===== src/rtl/element_cmd_sched_pkg.sv =====
// ----------------------------------------------------------------------------
// elem_sched_pkg
// Shared types for the element command scheduler:
//   - sched_state_t : scheduler FSM states (IDLE / WAIT / FIRE)
//   - sched_cmd_t   : one queued command (trigger time + element fields)
//   - sat_inc16     : saturating 16-bit increment used by the late counter
// The struct field widths match the default widths of element_cmd_sched.
// ----------------------------------------------------------------------------
package elem_sched_pkg;

    localparam int TCNT_W = 27;
    localparam int ENV_W  = 12;
    localparam int FREQ_W = 9;
    localparam int PINI_W = 17;
    localparam int AMPX_W = 16;
    localparam int LATE_W = 16;

    typedef enum logic [1:0] {
        ST_IDLE = 2'd0,
        ST_WAIT = 2'd1,
        ST_FIRE = 2'd2
    } sched_state_t;

    typedef struct packed {
        logic [TCNT_W-1:0] trigt;
        logic [ENV_W-1:0]  envstart;
        logic [ENV_W-1:0]  envlength;
        logic [FREQ_W-1:0] freqaddr;
        logic [PINI_W-1:0] pini;
        logic [AMPX_W-1:0] ampx;
    } sched_cmd_t;

    localparam int CMD_W = $bits(sched_cmd_t);

    // Saturating increment: holds at all-ones instead of wrapping to zero.
    function automatic logic [LATE_W-1:0] sat_inc16(input logic [LATE_W-1:0] v);
        logic [LATE_W-1:0] r;
        if (v == 16'hFFFF) begin
            r = v;
        end else begin
            r = v + 16'd1;
        end
        return r;
    endfunction

endpackage


===== src/rtl/element_cmd_sched_fifo.sv =====
// ----------------------------------------------------------------------------
// elem_cmd_fifo
// Command FIFO for the element scheduler. DEPTH must be a power of two (>= 2)
// so the read/write pointers wrap naturally.
// Ports:
//   clk, reset_n      clock, asynchronous active-low reset
//   i_flush           synchronous discard of all entries (a push in the same
//                     cycle is discarded as well)
//   i_push, i_data    write one entry (ignored while full)
//   i_pop             drop the head entry (ignored while empty)
//   o_head            current head entry
//   o_level           registered occupancy
//   o_empty           occupancy is zero
//   o_ready           registered "not full"; low while in reset
// ----------------------------------------------------------------------------
module elem_cmd_fifo #(
    parameter int DEPTH = 4,
    parameter int WIDTH = 8
) (
    input  logic                     clk,
    input  logic                     reset_n,
    input  logic                     i_flush,
    input  logic                     i_push,
    input  logic [WIDTH-1:0]         i_data,
    input  logic                     i_pop,
    output logic [WIDTH-1:0]         o_head,
    output logic [$clog2(DEPTH):0]   o_level,
    output logic                     o_empty,
    output logic                     o_ready
);

    localparam int AW = $clog2(DEPTH);
    localparam logic [AW:0]   LVL_ZERO = {(AW+1){1'b0}};
    localparam logic [AW:0]   LVL_ONE  = {{AW{1'b0}}, 1'b1};
    localparam logic [AW:0]   LVL_FULL = (AW+1)'(DEPTH);
    localparam logic [AW-1:0] PTR_ZERO = {AW{1'b0}};
    localparam logic [AW-1:0] PTR_ONE  = {{(AW-1){1'b0}}, 1'b1};

    logic [WIDTH-1:0] r_mem [DEPTH];
    logic [AW-1:0]    r_wr_ptr;
    logic [AW-1:0]    r_rd_ptr;
    logic [AW:0]      r_level;
    logic             r_ready;
    logic [AW:0]      w_level_nxt;
    logic             w_do_push;
    logic             w_do_pop;

    // Qualified push/pop and next occupancy; ready is derived from the next
    // occupancy so it is registered yet exact in the following cycle.
    always_comb begin
        w_do_push = i_push & r_ready & ~i_flush;
        w_do_pop  = i_pop & (r_level != LVL_ZERO) & ~i_flush;
        if (i_flush) begin
            w_level_nxt = LVL_ZERO;
        end else if (w_do_push & ~w_do_pop) begin
            w_level_nxt = r_level + LVL_ONE;
        end else if (~w_do_push & w_do_pop) begin
            w_level_nxt = r_level - LVL_ONE;
        end else begin
            w_level_nxt = r_level;
        end
    end

    // Pointers, occupancy and ready flag.
    always_ff @(posedge clk or negedge reset_n) begin
        if (!reset_n) begin
            r_wr_ptr <= PTR_ZERO;
            r_rd_ptr <= PTR_ZERO;
            r_level  <= LVL_ZERO;
            r_ready  <= 1'b0;
        end else begin
            if (i_flush) begin
                r_wr_ptr <= PTR_ZERO;
                r_rd_ptr <= PTR_ZERO;
            end else begin
                if (w_do_push) begin
                    r_wr_ptr <= r_wr_ptr + PTR_ONE;
                end
                if (w_do_pop) begin
                    r_rd_ptr <= r_rd_ptr + PTR_ONE;
                end
            end
            r_level <= w_level_nxt;
            r_ready <= (w_level_nxt < LVL_FULL);
        end
    end

    // Entry storage.
    always_ff @(posedge clk or negedge reset_n) begin
        if (!reset_n) begin
            for (int i = 0; i < DEPTH; i++) begin
                r_mem[i] <= {WIDTH{1'b0}};
            end
        end else if (w_do_push) begin
            r_mem[r_wr_ptr] <= i_data;
        end
    end

    assign o_head  = r_mem[r_rd_ptr];
    assign o_level = r_level;
    assign o_empty = (r_level == LVL_ZERO);
    assign o_ready = r_ready;

endmodule


===== src/rtl/element_cmd_sched.sv =====
// ----------------------------------------------------------------------------
// element_cmd_sched
// Queues timed commands for one synthesis element and issues each one as a
// single-cycle strobe when the element timebase reaches its trigger time.
//
// Ports:
//   clk, reset_n                 clock, asynchronous active-low reset
//   cmd_valid / cmd_ready        command push handshake
//   cmd_trigt                    absolute fire time (compared against tcnt)
//   cmd_envstart, cmd_envlength  envelope start / length (length 0 = CW)
//   cmd_freqaddr, cmd_pini,
//   cmd_ampx                     frequency address, initial phase, amplitude
//   tcnt                         free-running element timebase
//   elem_busy                    element busy indication
//   flush                        synchronous discard of all queued commands
//   cmdstb                       one-cycle command strobe to the element
//   envstart .. ampx             registered fields of the last fired command
//   level                        FIFO occupancy
//   collide                      sticky: a command fired while elem_busy high
//   late_cnt                     saturating count of dropped late commands
//
// Build option ELEMENT_CMD_SCHED_LATECHK_EN: when defined, a command whose
// trigger time has already passed is discarded without a strobe and counted
// in late_cnt. When undefined, late commands fire at once and late_cnt is 0.
//
// Struct widths come from elem_sched_pkg; keep TCNTWIDTH, ENV_ADDRWIDTH and
// FREQ_ADDRWIDTH equal to the package widths.
// ----------------------------------------------------------------------------
module element_cmd_sched
    import elem_sched_pkg::*;
#(
    parameter int DEPTH          = 4,
    parameter int TCNTWIDTH      = 27,
    parameter int ENV_ADDRWIDTH  = 12,
    parameter int FREQ_ADDRWIDTH = 9
) (
    input  logic                      clk,
    input  logic                      reset_n,
    input  logic                      cmd_valid,
    output logic                      cmd_ready,
    input  logic [TCNTWIDTH-1:0]      cmd_trigt,
    input  logic [ENV_ADDRWIDTH-1:0]  cmd_envstart,
    input  logic [ENV_ADDRWIDTH-1:0]  cmd_envlength,
    input  logic [FREQ_ADDRWIDTH-1:0] cmd_freqaddr,
    input  logic [16:0]               cmd_pini,
    input  logic [15:0]               cmd_ampx,
    input  logic [TCNTWIDTH-1:0]      tcnt,
    input  logic                      elem_busy,
    input  logic                      flush,
    output logic                      cmdstb,
    output logic [ENV_ADDRWIDTH-1:0]  envstart,
    output logic [ENV_ADDRWIDTH-1:0]  envlength,
    output logic [FREQ_ADDRWIDTH-1:0] freqaddr,
    output logic [16:0]               pini,
    output logic [15:0]               ampx,
    output logic [$clog2(DEPTH):0]    level,
    output logic                      collide,
    output logic [15:0]               late_cnt
);

    sched_cmd_t            w_push_cmd;
    sched_cmd_t            w_head_cmd;
    logic [CMD_W-1:0]      w_head_flat;
    logic                  w_empty;
    logic                  w_push;
    logic                  w_pop;
    logic [TCNTWIDTH-1:0]  w_delta;
    logic                  w_due;
    logic                  w_late;
    logic                  w_fire_load;
    logic                  w_late_drop;
    sched_state_t          r_state;
    sched_state_t          w_state_nxt;

    logic                      r_cmdstb;
    logic [ENV_ADDRWIDTH-1:0]  r_envstart;
    logic [ENV_ADDRWIDTH-1:0]  r_envlength;
    logic [FREQ_ADDRWIDTH-1:0] r_freqaddr;
    logic [16:0]               r_pini;
    logic [15:0]               r_ampx;
    logic                      r_collide;

    // Pack the incoming command fields.
    always_comb begin
        w_push_cmd.trigt     = cmd_trigt;
        w_push_cmd.envstart  = cmd_envstart;
        w_push_cmd.envlength = cmd_envlength;
        w_push_cmd.freqaddr  = cmd_freqaddr;
        w_push_cmd.pini      = cmd_pini;
        w_push_cmd.ampx      = cmd_ampx;
    end

    assign w_push = cmd_valid & cmd_ready;

    elem_cmd_fifo #(
        .DEPTH (DEPTH),
        .WIDTH (CMD_W)
    ) u_fifo (
        .clk     (clk),
        .reset_n (reset_n),
        .i_flush (flush),
        .i_push  (w_push),
        .i_data  (w_push_cmd),
        .i_pop   (w_pop),
        .o_head  (w_head_flat),
        .o_level (level),
        .o_empty (w_empty),
        .o_ready (cmd_ready)
    );

    assign w_head_cmd = sched_cmd_t'(w_head_flat);

    // Wrap-safe due/late test: the modular distance to the trigger time is
    // zero when due and has its top bit set when the time is already past.
    always_comb begin
        w_delta = w_head_cmd.trigt - tcnt;
        w_due   = (w_delta == {TCNTWIDTH{1'b0}});
        w_late  = w_delta[TCNTWIDTH-1];
    end

    // FSM state register.
    always_ff @(posedge clk or negedge reset_n) begin
        if (!reset_n) begin
            r_state <= ST_IDLE;
        end else begin
            r_state <= w_state_nxt;
        end
    end

    // FSM next state; flush always returns to IDLE.
    always_comb begin
        w_state_nxt = r_state;
        if (flush) begin
            w_state_nxt = ST_IDLE;
        end else begin
            case (r_state)
                ST_IDLE: begin
                    if (!w_empty) begin
                        w_state_nxt = ST_WAIT;
                    end else begin
                        w_state_nxt = ST_IDLE;
                    end
                end
                ST_WAIT: begin
                    if (w_due) begin
                        w_state_nxt = ST_FIRE;
                    end else if (w_late) begin
`ifdef ELEMENT_CMD_SCHED_LATECHK_EN
                        w_state_nxt = ST_IDLE;
`else
                        w_state_nxt = ST_FIRE;
`endif
                    end else begin
                        w_state_nxt = ST_WAIT;
                    end
                end
                ST_FIRE: begin
                    w_state_nxt = ST_IDLE;
                end
                default: begin
                    w_state_nxt = ST_IDLE;
                end
            endcase
        end
    end

    // FSM outputs: field load on entry to FIRE, pop on leaving FIRE or on a
    // late drop.
    always_comb begin
        w_fire_load = (w_state_nxt == ST_FIRE);
`ifdef ELEMENT_CMD_SCHED_LATECHK_EN
        w_late_drop = (r_state == ST_WAIT) & ~w_due & w_late & ~flush;
`else
        w_late_drop = 1'b0;
`endif
        w_pop = (r_state == ST_FIRE) | w_late_drop;
    end

    // Registered strobe and command fields; the strobe coincides with FIRE
    // and the fields hold until the next fire.
    always_ff @(posedge clk or negedge reset_n) begin
        if (!reset_n) begin
            r_cmdstb    <= 1'b0;
            r_envstart  <= {ENV_ADDRWIDTH{1'b0}};
            r_envlength <= {ENV_ADDRWIDTH{1'b0}};
            r_freqaddr  <= {FREQ_ADDRWIDTH{1'b0}};
            r_pini      <= 17'd0;
            r_ampx      <= 16'd0;
        end else begin
            r_cmdstb <= w_fire_load;
            if (w_fire_load) begin
                r_envstart  <= w_head_cmd.envstart;
                r_envlength <= w_head_cmd.envlength;
                r_freqaddr  <= w_head_cmd.freqaddr;
                r_pini      <= w_head_cmd.pini;
                r_ampx      <= w_head_cmd.ampx;
            end
        end
    end

    // Sticky collision flag: the element was busy during a fire cycle.
    always_ff @(posedge clk or negedge reset_n) begin
        if (!reset_n) begin
            r_collide <= 1'b0;
        end else if ((r_state == ST_FIRE) && elem_busy) begin
            r_collide <= 1'b1;
        end
    end

`ifdef ELEMENT_CMD_SCHED_LATECHK_EN
    logic [15:0] r_late_cnt;

    // Saturating late-drop counter.
    always_ff @(posedge clk or negedge reset_n) begin
        if (!reset_n) begin
            r_late_cnt <= 16'd0;
        end else if (w_late_drop) begin
            r_late_cnt <= sat_inc16(r_late_cnt);
        end
    end

    assign late_cnt = r_late_cnt;
`else
    assign late_cnt = 16'd0;
`endif

    assign cmdstb    = r_cmdstb;
    assign envstart  = r_envstart;
    assign envlength = r_envlength;
    assign freqaddr  = r_freqaddr;
    assign pini      = r_pini;
    assign ampx      = r_ampx;
    assign collide   = r_collide;

endmodule


===== config.mk =====
export PLATFORM = sky130hd
export DESIGN_NAME = element_cmd_sched
export DESIGN_NICKNAME = d
export VERILOG_FILES = /design/src/rtl/element_cmd_sched_pkg.sv /design/src/rtl/element_cmd_sched_fifo.sv /design/src/rtl/element_cmd_sched.sv
export SDC_FILE = /design/constraint.sdc
export NUM_CORES = 1
export LEC_CHECK = 0
export BUFFER_PORTS_ARGS = -buffer_cell sky130_fd_sc_hd__buf_2
export CAP_MARGIN = 15
export CORE_ASPECT_RATIO = 0.6
export CORE_UTILIZATION = 54
export DETAILED_ROUTE_END_ITERATION = 7
export PLACE_DENSITY = 0.85
export SKIP_LAST_GASP = 1
export SYNTH_ARGS = -nofsm -noshare
export SYNTH_HDL_FRONTEND = slang
export SYNTH_SLANG_ARGS = --single-unit

===== constraint.sdc =====
create_clock -name clk -period 5.71 [get_ports clk]
set_clock_uncertainty 0.15 [all_clocks]
set_input_delay 1.142 -clock clk [delete_from_list [all_inputs] [get_ports clk]]
set_output_delay 1.142 -clock clk [all_outputs]
set_load 0.02 [all_outputs]

==> flow_metrics.tcl, run 1 <==
set metrics [dict create \
    status "complete, but fails checks" \
    violations "DRC" \
    synth_cells 1630 \
    arrival_ns 5.67 \
    wl_per_cell_um 23.5 \
    max_stage_delay_ns 0.67 \
    cap_violations 0 \
    io_pins 213 \
    syn_area_mm2 0.0217 \
    end_kind "flip-flop" \
    period_share_pct 94.9 \
    io_buffers 196 \
    crit_fanout 66 \
    hold_buffers 0 \
    start_kind "flip-flop" \
    path_delay_family "compound AO/OA/AOI/OAI gates" \
    crit_chain "buf_4 > mux4_2 > ha_1 > a21oi_1 > o21ai_0 > o21ai_0 > a21oi_1 > a2111o_1 > or4_4 > buf_4 > o311ai_0 > o211ai_1" \
    grtUsageTotal_pct 27.2 \
    finalHoldViolCount 0 \
    overflow 0 \
    rsz0062_at_grt "false" \
    synthTopCellsByCount "dfrtp_1, mux2_2, nand2_1" \
    worst_slack_ns 0.289 \
    post_cts_resized 0 \
    async_flop_share_pct 100 \
    dieWidth_um 261 \
    postSynthAreaPerCell_um2 13.3 \
    start_util_pct 55.2 \
    cts_sinks 450 \
    cts_tree "done" \
    clock_latency_ns 0.54 \
    drtIter0Drc 1106 \
    drtPass1Iterations 8 \
    powerDensity_mw_per_mm2 507 \
    fmax_mhz 184 \
    ir_drop_mv 0.429 \
    vias 14500 \
    root_buffer "clkbuf_16" \
    min_path_type "reg2reg" \
    syn_to_final_growth_pct 13.6 \
    clk_pin_slew_ns 0.07 \
    synth_area_leader_cell "dfrtp_1" \
    grt_pass1_vias 15200 \
    ys.flop_type "dfrtp_1" \
    leakagePower_nw 10.8 \
    cp_num_buf_inv 2 \
    synth.top_cell.area_share_pct 51.8 \
    n_fill_cell 2952 \
    fin_crit_ns 5.42 \
    h-tree-depth 2 \
    ys_seq_elements 450 \
    core-area_mm2 0.0394 \
    cts_setup_buffers 0 \
    cts_buffers 42 \
    fin_setup_tns_ns 0 \
    crit_start "u_fifo.r_rd_ptr[1]$_DFFE_PN0P_" \
    die-area_mm2 0.0411 \
    grt_max_degree 128 \
    setup_viol 0 \
    cts_buffer_depth 3 \
    drt-total-wl_um 55100 \
    grt_antenna_before_repair 14 \
    pre_cts_ws_ns 0.479 \
    ys.warnings.count 0 \
    p_total_mw 12.5 \
    drtAntennaViolNets 0 \
    hold_path.startpoint "u_fifo.r_mem[161]$_DFFE_PN0P_" \
    yosysSeqAreaShare_pct 51.8 \
    drcViolationCount 16 \
    synth.distinct_cells 59 \
    dieHeight_um 157 \
    tightest_slew_ns 0.977 \
    synth-edff-count 0 \
    rows 56 \
    layout-drive-gt1-share_pct 43.2 \
    finalWeightedCongestion 0.909 \
    grt_pass1_wl_um 86600 \
    fin_util_pct 62.7 \
    path_class "reg2reg" \
    vias_per_cell 6.21 \
    cp_slowest_cell "dfrtp_4" \
    r2r-start "u_fifo.r_rd_ptr[1]$_DFFE_PN0P_" \
    synth_most_common_cell "dfrtp_1" \
    dp_hpwl_um 35100 \
    required_ns 5.95 \
    slew_violations 0 \
    synth.top_cells.by_area "dfrtp_1, mux2_2, mux4_2" \
    nets 1935 \
    slew_headroom_pct 34.9 \
]
-- where the power goes --
| group | internal (mW) | total, mW | leakage, nW | switching (mW) |
|---|---|---|---|---|
| sequential | 4.33 | 4.95 | 5.41 | 0.617 |
| clock | 1.74 | 2.97 | 0.716 | 1.23 |
| combinational | 2.08 | 4.62 | 4.72 | 2.53 |
| total | 8.15 | 12.5 | 10.8 | 4.38 |
-- path summary, 6_finish.rpt --
| check | endpoint | slack (ns) | cells past startpoint |
|---|---|---|---|
| max reg2reg | envlength[0]$_DFFE_PN0N_ | 0.29 | 12 |
| max | envlength[0]$_DFFE_PN0N_ | 0.29 | 12 |
| min | u_fifo.r_mem[161]$_DFFE_PN0P_ | 0.35 | 1 |
| min in group asynchronous | u_fifo.r_mem[138]$_DFFE_PN0P_ | 0.49 | 1 |
| max in group asynchronous | u_fifo.r_rd_ptr[0]$_DFFE_PN0P_ | 3.65 | 2 |
| min reg2reg | u_fifo.r_mem[161]$_DFFE_PN0P_ | 0.35 | 1 |
-- final cells by class --
type                    instances  area [um2]  area share (%)
multi-input cells            1011        9850            39.9
clock buffers                  62        1280            5.17
flip-flops and latches        450       11300            45.6
clock inverters                14         189           0.765
well taps                     522         653            2.64
inverters                      45         169           0.684
diodes                         11        27.5           0.111
repair buffers                226        1270            5.13
-- logic make-up (layout without fill, tap and decap cells) --
group | count (synthesis) | in the layout | synth area share [%]
other cells | 1 | 27 | 0.0172
xor+xnor | 18 | 18 | 0.725
fa+ha+maj | 34 | 34 | 1.99
compound gates | 237 | 237 | 8.32
mux | 469 | 469 | 29.1
simple gates | 237 | 237 | 4.53
buf+inv | 184 | 347 | 3.56
flops | 450 | 450 | 51.8
-- layout by cell type (no fill, tap or decap), drive strengths merged, types with 16 or more instances in the layout --
cell type	instances
conb	16
nand2	165
o311ai	66
nor2	27
mux2	372
o211ai	69
ha	33
clkbuf	62
a21oi	29
mux4	93
inv	47
buf	226
o21ai	16
dfrtp	450
-- sequential cells by signal, summed over array words and instances, names as in the netlist --
signal           flops
r_state              2
u_fifo.r_rd_ptr      2
freqaddr             9
u_fifo.r_mem       372
u_fifo.o_ready       1
ampx                16
u_fifo.r_wr_ptr      2
u_fifo.o_level       3
pini                17
envstart            12
collide              1
cmdstb               1
envlength           12
-- through the flow --
stage	instances	instance area [um2]	hold slack (ns)
finish	2341	24700	0.347
global route	2336	24700	0.361
CTS	2330	24700	0.350
detailed placement	2254	23200	0.337
global placement	2254	23200	0.331
floorplan	1645	21800	0.324
-- layer usage --
layer | track usage (%) | share of wire [%] | vias up
li1 | - | - | 6356
met1 | 37.9 | 43 | 7598
met2 | 42.7 | 47 | 488
met3 | 6.62 | 7.1 | 92
met4 | 7.86 | 2.2 | 8
met5 | 0 | 0.11 | -
No activity file was read; power rests on OpenSTA's default activity.
==> inputs of run 2 (changes only) <==
--- a/config.mk
+++ b/config.mk
@@ -8,9 +8,10 @@
 export BUFFER_PORTS_ARGS = -buffer_cell sky130_fd_sc_hd__buf_2
 export CAP_MARGIN = 15
 export CORE_ASPECT_RATIO = 0.6
-export CORE_UTILIZATION = 54
+export CORE_UTILIZATION = 50
+export CTS_BUF_LIST = sky130_fd_sc_hd__clkbuf_16
 export DETAILED_ROUTE_END_ITERATION = 7
-export PLACE_DENSITY = 0.85
+export PLACE_DENSITY = 0.8
 export SKIP_LAST_GASP = 1
 export SYNTH_ARGS = -nofsm -noshare
 export SYNTH_HDL_FRONTEND = slang
==> run 2 against run 1 <==
Cell area is 0.60% lower. Combinational power is 3% lower. Register-to-register slack better by 0.27 ns. Core utilization is 4.8 points lower. Routed wire length is 3.0% lower. The flow now finishes without violations. Worst setup slack better by 0.27 ns. Die area is 7.9% higher. Clock power is 7.4% lower. Critical path depth is 1 higher. Total power is 3.1% lower. Count of clock-buffer cells in the layout is 18 lower. Non-clock buffer count is 3 lower.
==> flow_metrics.tcl, run 2 (synthesis results as in run 1) <==
set metrics [dict create \
    place_area_mm2 0.0232 \
    leakagePower_nw 10.8 \
    clockPowerShare_pct 22.6 \
    fin_crit_ns 5.15 \
    cap_violations 0 \
    internal_power_mw 7.88 \
    rsz0062_at_grt "false" \
    layout-drive-gt1-share_pct 42.6 \
    cts_setup_buffers 0 \
    endpoint "freqaddr[2]$_DFFE_PN0N_" \
    grt_pass1_vias 15200 \
    vias_per_cell 6.05 \
    drt-total-wl_um 53500 \
    setup_viol 0 \
    crit_chain "buf_4 > mux4_2 > ha_1 > nor2b_1 > o2111ai_1 > a211oi_1 > o21ai_0 > a21oi_1 > o21a_1 > o22ai_4 > o31a_2 > buf_4 > o211ai_1" \
    drtPass1Iterations 5 \
    start_kind "flip-flop" \
    ir_drop_mv 0.512 \
    grt_max_degree 125 \
    period_share_pct 90.2 \
    fin_setup_tns_ns 0 \
    clock_latency_ns 0.56 \
    required_ns 5.96 \
    hold_path.startpoint "collide$_DFFE_PN0P_" \
    rows 58 \
    p_sw_share_pct 35.1 \
    slew_headroom_pct 21.0 \
    overflow 0 \
    min_path_type "reg2reg" \
    arrival_ns 5.40 \
    start_util_pct 51.3 \
    finalWeightedCongestion 0.888 \
    path_class "reg2reg" \
    grt_antenna_before_repair 12 \
    drtIter0Drc 1151 \
    crit_fanout 34 \
    finalHoldViolCount 0 \
    cp_num_buf_inv 2 \
    cts_buffer_depth 3 \
    cts_tree "done" \
    grt_pass1_wl_um 85500 \
    slew_violations 0 \
    layout_common_cells "dfrtp_1, mux2_2, buf_2" \
    syn_to_final_growth_pct 12.9 \
    h-tree-depth 2 \
    combPwrFrac_pct 36.9 \
    pre_cts_ws_ns 0.650 \
    wl_per_cell_um 22.5 \
    worst_slack_ns 0.560 \
    crit_cells 13 \
    root_buffer "clkbuf_16" \
    powerDensity_mw_per_mm2 495 \
    reg2reg_depth 13 \
    clk_pin_slew_ns 0.06 \
    post_cts_resized 0 \
    crit_start "u_fifo.r_rd_ptr[0]$_DFFE_PN0P_" \
    dieWidth_um 271 \
    regMostFlops "u_fifo.r_mem" \
    r2r-start "u_fifo.r_rd_ptr[0]$_DFFE_PN0P_" \
    r2r_slack_ns 0.56 \
    cts_sinks 450 \
    seqPwrFrac_pct 40.5 \
    dp_hpwl_um 34300 \
    dieHeight_um 164 \
    drcViolationCount 0 \
    r2r_end "freqaddr[2]$_DFFE_PN0N_" \
    path_delay_family "compound AO/OA/AOI/OAI gates" \
    drtAntennaViolNets 0 \
    fin_util_pct 57.9 \
    grtUsageTotal_pct 24.5 \
    layout.cells.most_common "dfrtp_1" \
    io_buffers 196 \
    fmax_mhz 194 \
    cpMostUsedCell "buf_4" \
    cp_slowest_cell "o22ai_4" \
    hold_buffers 0 \
    io_pins 213 \
    tightest_slew_ns 1.19 \
    largest_reg_flops 372 \
    end_kind "flip-flop" \
    cts_buffers 43 \
    nets 1933 \
    final_cell_area_mm2 0.0246 \
    die-area_mm2 0.0444 \
    status "finished clean" \
    max_stage_delay_ns 0.64 \
    switching_power_mw 4.26 \
    core-area_mm2 0.0424 \
    n_fill_cell 3375 \
    vias 14400 \
]
run 2: cell count changes in the layout (fill, tap and decap cells not counted), sizes merged:
| cell | delta |
|---|---|
| buf | -3 |
| bufinv | -2 |
| clkbuf | -18 |
| clkinv | +16 |
| clkinvlp | -1 |
| diode | -6 |
| inv | +5 |
run 2: per-stage QoR:
step                power (mW)  std cells  hold WS, ns
floorplan                 8.10       1645        0.324
global placement          9.12       2299        0.298
detailed placement        9.41       2299        0.302
CTS                       12.2       2375        0.315
global route              12.9       2378        0.351
finish                    12.1       2380        0.315
run 2: how the worst min path moves through the flow:
| stage | slack [ns] | cells after the start | endpoint |
|---|---|---|---|
| after floorplan | 0.32 | 1 | u_fifo.r_mem[185]$_DFFE_PN0P_ |
| after global placement | 0.30 | 1 | collide$_DFFE_PN0P_ |
| after detailed placement | 0.30 | 1 | collide$_DFFE_PN0P_ |
| after CTS | 0.32 | 1 | collide$_DFFE_PN0P_ |
| after global routing | 0.35 | 1 | collide$_DFFE_PN0P_ |
| final | 0.31 | 1 | collide$_DFFE_PN0P_ |
run 2: power groups by stage:
stage	sequential (mW)	clock [mW]	combinational [mW]
finish	4.92	2.75	4.48
global route	5.05	2.94	4.89
CTS	4.90	2.81	4.47
detailed placement	4.95	0	4.46
global placement	4.85	0	4.28
floorplan	4.88	0	3.23
run 2: final cells by class:
| type | instances | area (um2) | share of cell area (%) |
|---|---|---|---|
| flip-flops and latches | 450 | 11300 | 45.9 |
| diodes | 5 | 12.5 | 0.0510 |
| well taps | 570 | 713 | 2.90 |
| clock buffers | 44 | 1100 | 4.48 |
| inverters | 45 | 169 | 0.688 |
| clock inverters | 32 | 219 | 0.892 |
| repair buffers | 223 | 1220 | 4.96 |
| multi-input cells | 1011 | 9850 | 40.1 |
run 2: metal layers:
layer  up-vias  part of all wire (%)  track usage (%)
met3        92                   7.1             6.26
met1      7490                    44             34.2
met4        12                   2.3             7.10
met2       434                    46             38.2
met5         -                  0.14                0
li1       6371                     -                -
==> inputs of run 3 (changes only) <==
==> constraint.sdc (replaced) <==
create_clock -name clk -period 5.71 [get_ports clk]
set_clock_uncertainty 0.15 [all_clocks]
set_input_delay 0.2855 -clock clk [delete_from_list [all_inputs] [get_ports clk]]
set_output_delay 0.2855 -clock clk [all_outputs]
set_load 0.02 [all_outputs]
==> run 3 against run 2 <==
Fmax fell by 3.4%. Routed wire length rose by 3.6%. Combinational power up 3%.
==> flow_metrics.tcl, run 3 (synthesis results as in run 1) <==
set metrics [dict create \
    status "finished clean" \
    place_area_mm2 0.0232 \
    cts_setup_buffers 0 \
    root_buffer "clkbuf_16" \
    io_buffers 196 \
    clockPowerShare_pct 21.9 \
    slew_violations 0 \
    drtIter0Drc 1177 \
    leakagePower_nw 11.2 \
    dp_hpwl_um 35100 \
    p_total_mw 12.2 \
    fin_util_pct 60.1 \
    wl_per_cell_um 22.4 \
    cts_sinks 450 \
    crit_chain "buf_12 > mux4_2 > ha_1 > nand3_1 > o221ai_2 > a21oi_1 > xnor2_1 > a2111oi_1 > nand4_1 > or4_4 > buf_4 > o311ai_0 > o211ai_1" \
    layout.cells.most_common "dfrtp_1" \
    regMostFlops "u_fifo.r_mem" \
    vias_per_cell 5.99 \
    grtUsageTotal_pct 25.2 \
    switching_power_mw 4.34 \
    r2r-start "u_fifo.r_rd_ptr[0]$_DFFE_PN0P_" \
    start_kind "flip-flop" \
    cp_num_buf_inv 2 \
    drt-total-wl_um 55400 \
    layout-drive-gt1-share_pct 40.3 \
    powerDensity_mw_per_mm2 479 \
    r2r_end "ampx[8]$_DFFE_PN0N_" \
    grt_pass1_wl_um 88300 \
    final_cell_area_mm2 0.0255 \
    path_delay_family "compound AO/OA/AOI/OAI gates" \
    setup_viol 0 \
    cts_buffer_depth 3 \
    drtPass1Iterations 5 \
    cts_tree "done" \
    start_util_pct 51.3 \
    max_stage_delay_ns 0.63 \
    largest_reg_flops 372 \
    grt_pass1_vias 15600 \
    tightest_slew_ns 0.956 \
    layout_common_cells "dfrtp_1, mux2_2, buf_2" \
    dieWidth_um 271 \
    end_kind "flip-flop" \
    clock_latency_ns 0.55 \
    cap_violations 0 \
    slew_headroom_pct 36.3 \
    finalWeightedCongestion 0.910 \
    ir_drop_mv 0.391 \
    period_share_pct 93.3 \
    path_class "reg2reg" \
    nets 2025 \
    fmax_mhz 188 \
    vias 14800 \
    internal_power_mw 7.86 \
    r2r_slack_ns 0.38 \
    fin_crit_ns 5.33 \
    crit_fanout 66 \
    min_path_type "in2async" \
    io_pins 213 \
    dieHeight_um 164 \
    drcViolationCount 0 \
    die-area_mm2 0.0444 \
    combPwrFrac_pct 37.7 \
    rows 58 \
    drtAntennaViolNets 0 \
    required_ns 5.96 \
    reg2reg_depth 13 \
    cp_slowest_cell "o311ai_0" \
    grt_max_degree 169 \
    rsz0062_at_grt "false" \
    h-tree-depth 2 \
    fin_setup_tns_ns 0 \
    syn_to_final_growth_pct 17.1 \
    n_fill_cell 3294 \
    overflow 0 \
    finalHoldViolCount 0 \
    holdWs_ns 0.302 \
    core-area_mm2 0.0424 \
    grt_antenna_before_repair 6 \
    clk_pin_slew_ns 0.07 \
    arrival_ns 5.58 \
    seqPwrFrac_pct 40.5 \
    cts_buffers 43 \
    p_sw_share_pct 35.6 \
]
[run 3: through the flow]
stage	cells	setup WS [ns]
3_5_place_dp	2293	0.316
3_3_place_gp	2293	0.586
4_1_cts	2468	0.168
6_report	2474	0.381
5_1_grt	2471	0.0584
2_1_floorplan	1645	0.0270
[run 3: power groups by stage]
stage | Sequential (mW) | Clock (mW) | Combinational (mW)
2_1_floorplan | 4.88 | 0 | 3.23
3_3_place_gp | 4.86 | 0 | 4.29
3_5_place_dp | 4.97 | 0 | 4.48
4_1_cts | 4.92 | 2.71 | 4.56
5_1_grt | 5.06 | 2.84 | 4.97
6_report | 4.94 | 2.67 | 4.60
[run 3: worst max path at each step]
stage,from,end,slack [ns],depth (start not counted)
final,u_fifo.r_rd_ptr[0]$_DFFE_PN0P_,ampx[8]$_DFFE_PN0N_,0.38,13
after global routing,u_fifo.r_rd_ptr[0]$_DFFE_PN0P_,ampx[8]$_DFFE_PN0N_,0.06,13
after CTS,u_fifo.r_rd_ptr[0]$_DFFE_PN0P_,ampx[8]$_DFFE_PN0N_,0.17,15
after detailed placement,u_fifo.r_rd_ptr[0]$_DFFE_PN0P_,ampx[8]$_DFFE_PN0N_,0.32,15
after global placement,u_fifo.r_rd_ptr[0]$_DFFE_PN0P_,envlength[8]$_DFFE_PN0N_,0.59,13
after floorplan,u_fifo.r_rd_ptr[0]$_DFFE_PN0P_,envlength[0]$_DFFE_PN0N_,0.03,17
[run 3: cell type report]
class / count / area [um2] / area share [%]
Clock inverter: 34 / 193 / 0.757
Clock buffer: 43 / 1080 / 4.22
Sequential cell: 450 / 11300 / 44.2
Tap cell: 570 / 713 / 2.80
Inverter: 45 / 169 / 0.663
Antenna cell: 6 / 15.0 / 0.0590
Multi-Input combinational cell: 1011 / 9860 / 38.7
Timing Repair Buffer: 315 / 2180 / 8.56
[run 3: timing repair]
| action | 4_1_cts | 5_1_grt |
|---|---|---|
| setup endpoints to repair | 0 | 4 |
| hold endpoints to repair | 505 | 0 |
| hold buffers | 98 | 0 |
| resized for setup | 0 | 1 |
[run 3: routing by layer]
| metal | up-vias | global-route usage (%) | share of wire (%) |
|---|---|---|---|
| li1 | 6532 | - | - |
| met1 | 7730 | 35.7 | 45 |
| met2 | 479 | 40.4 | 47 |
| met3 | 70 | 5.10 | 6.3 |
| met4 | 2 | 5.75 | 1.8 |
| met5 | - | 0 | 0.014 |
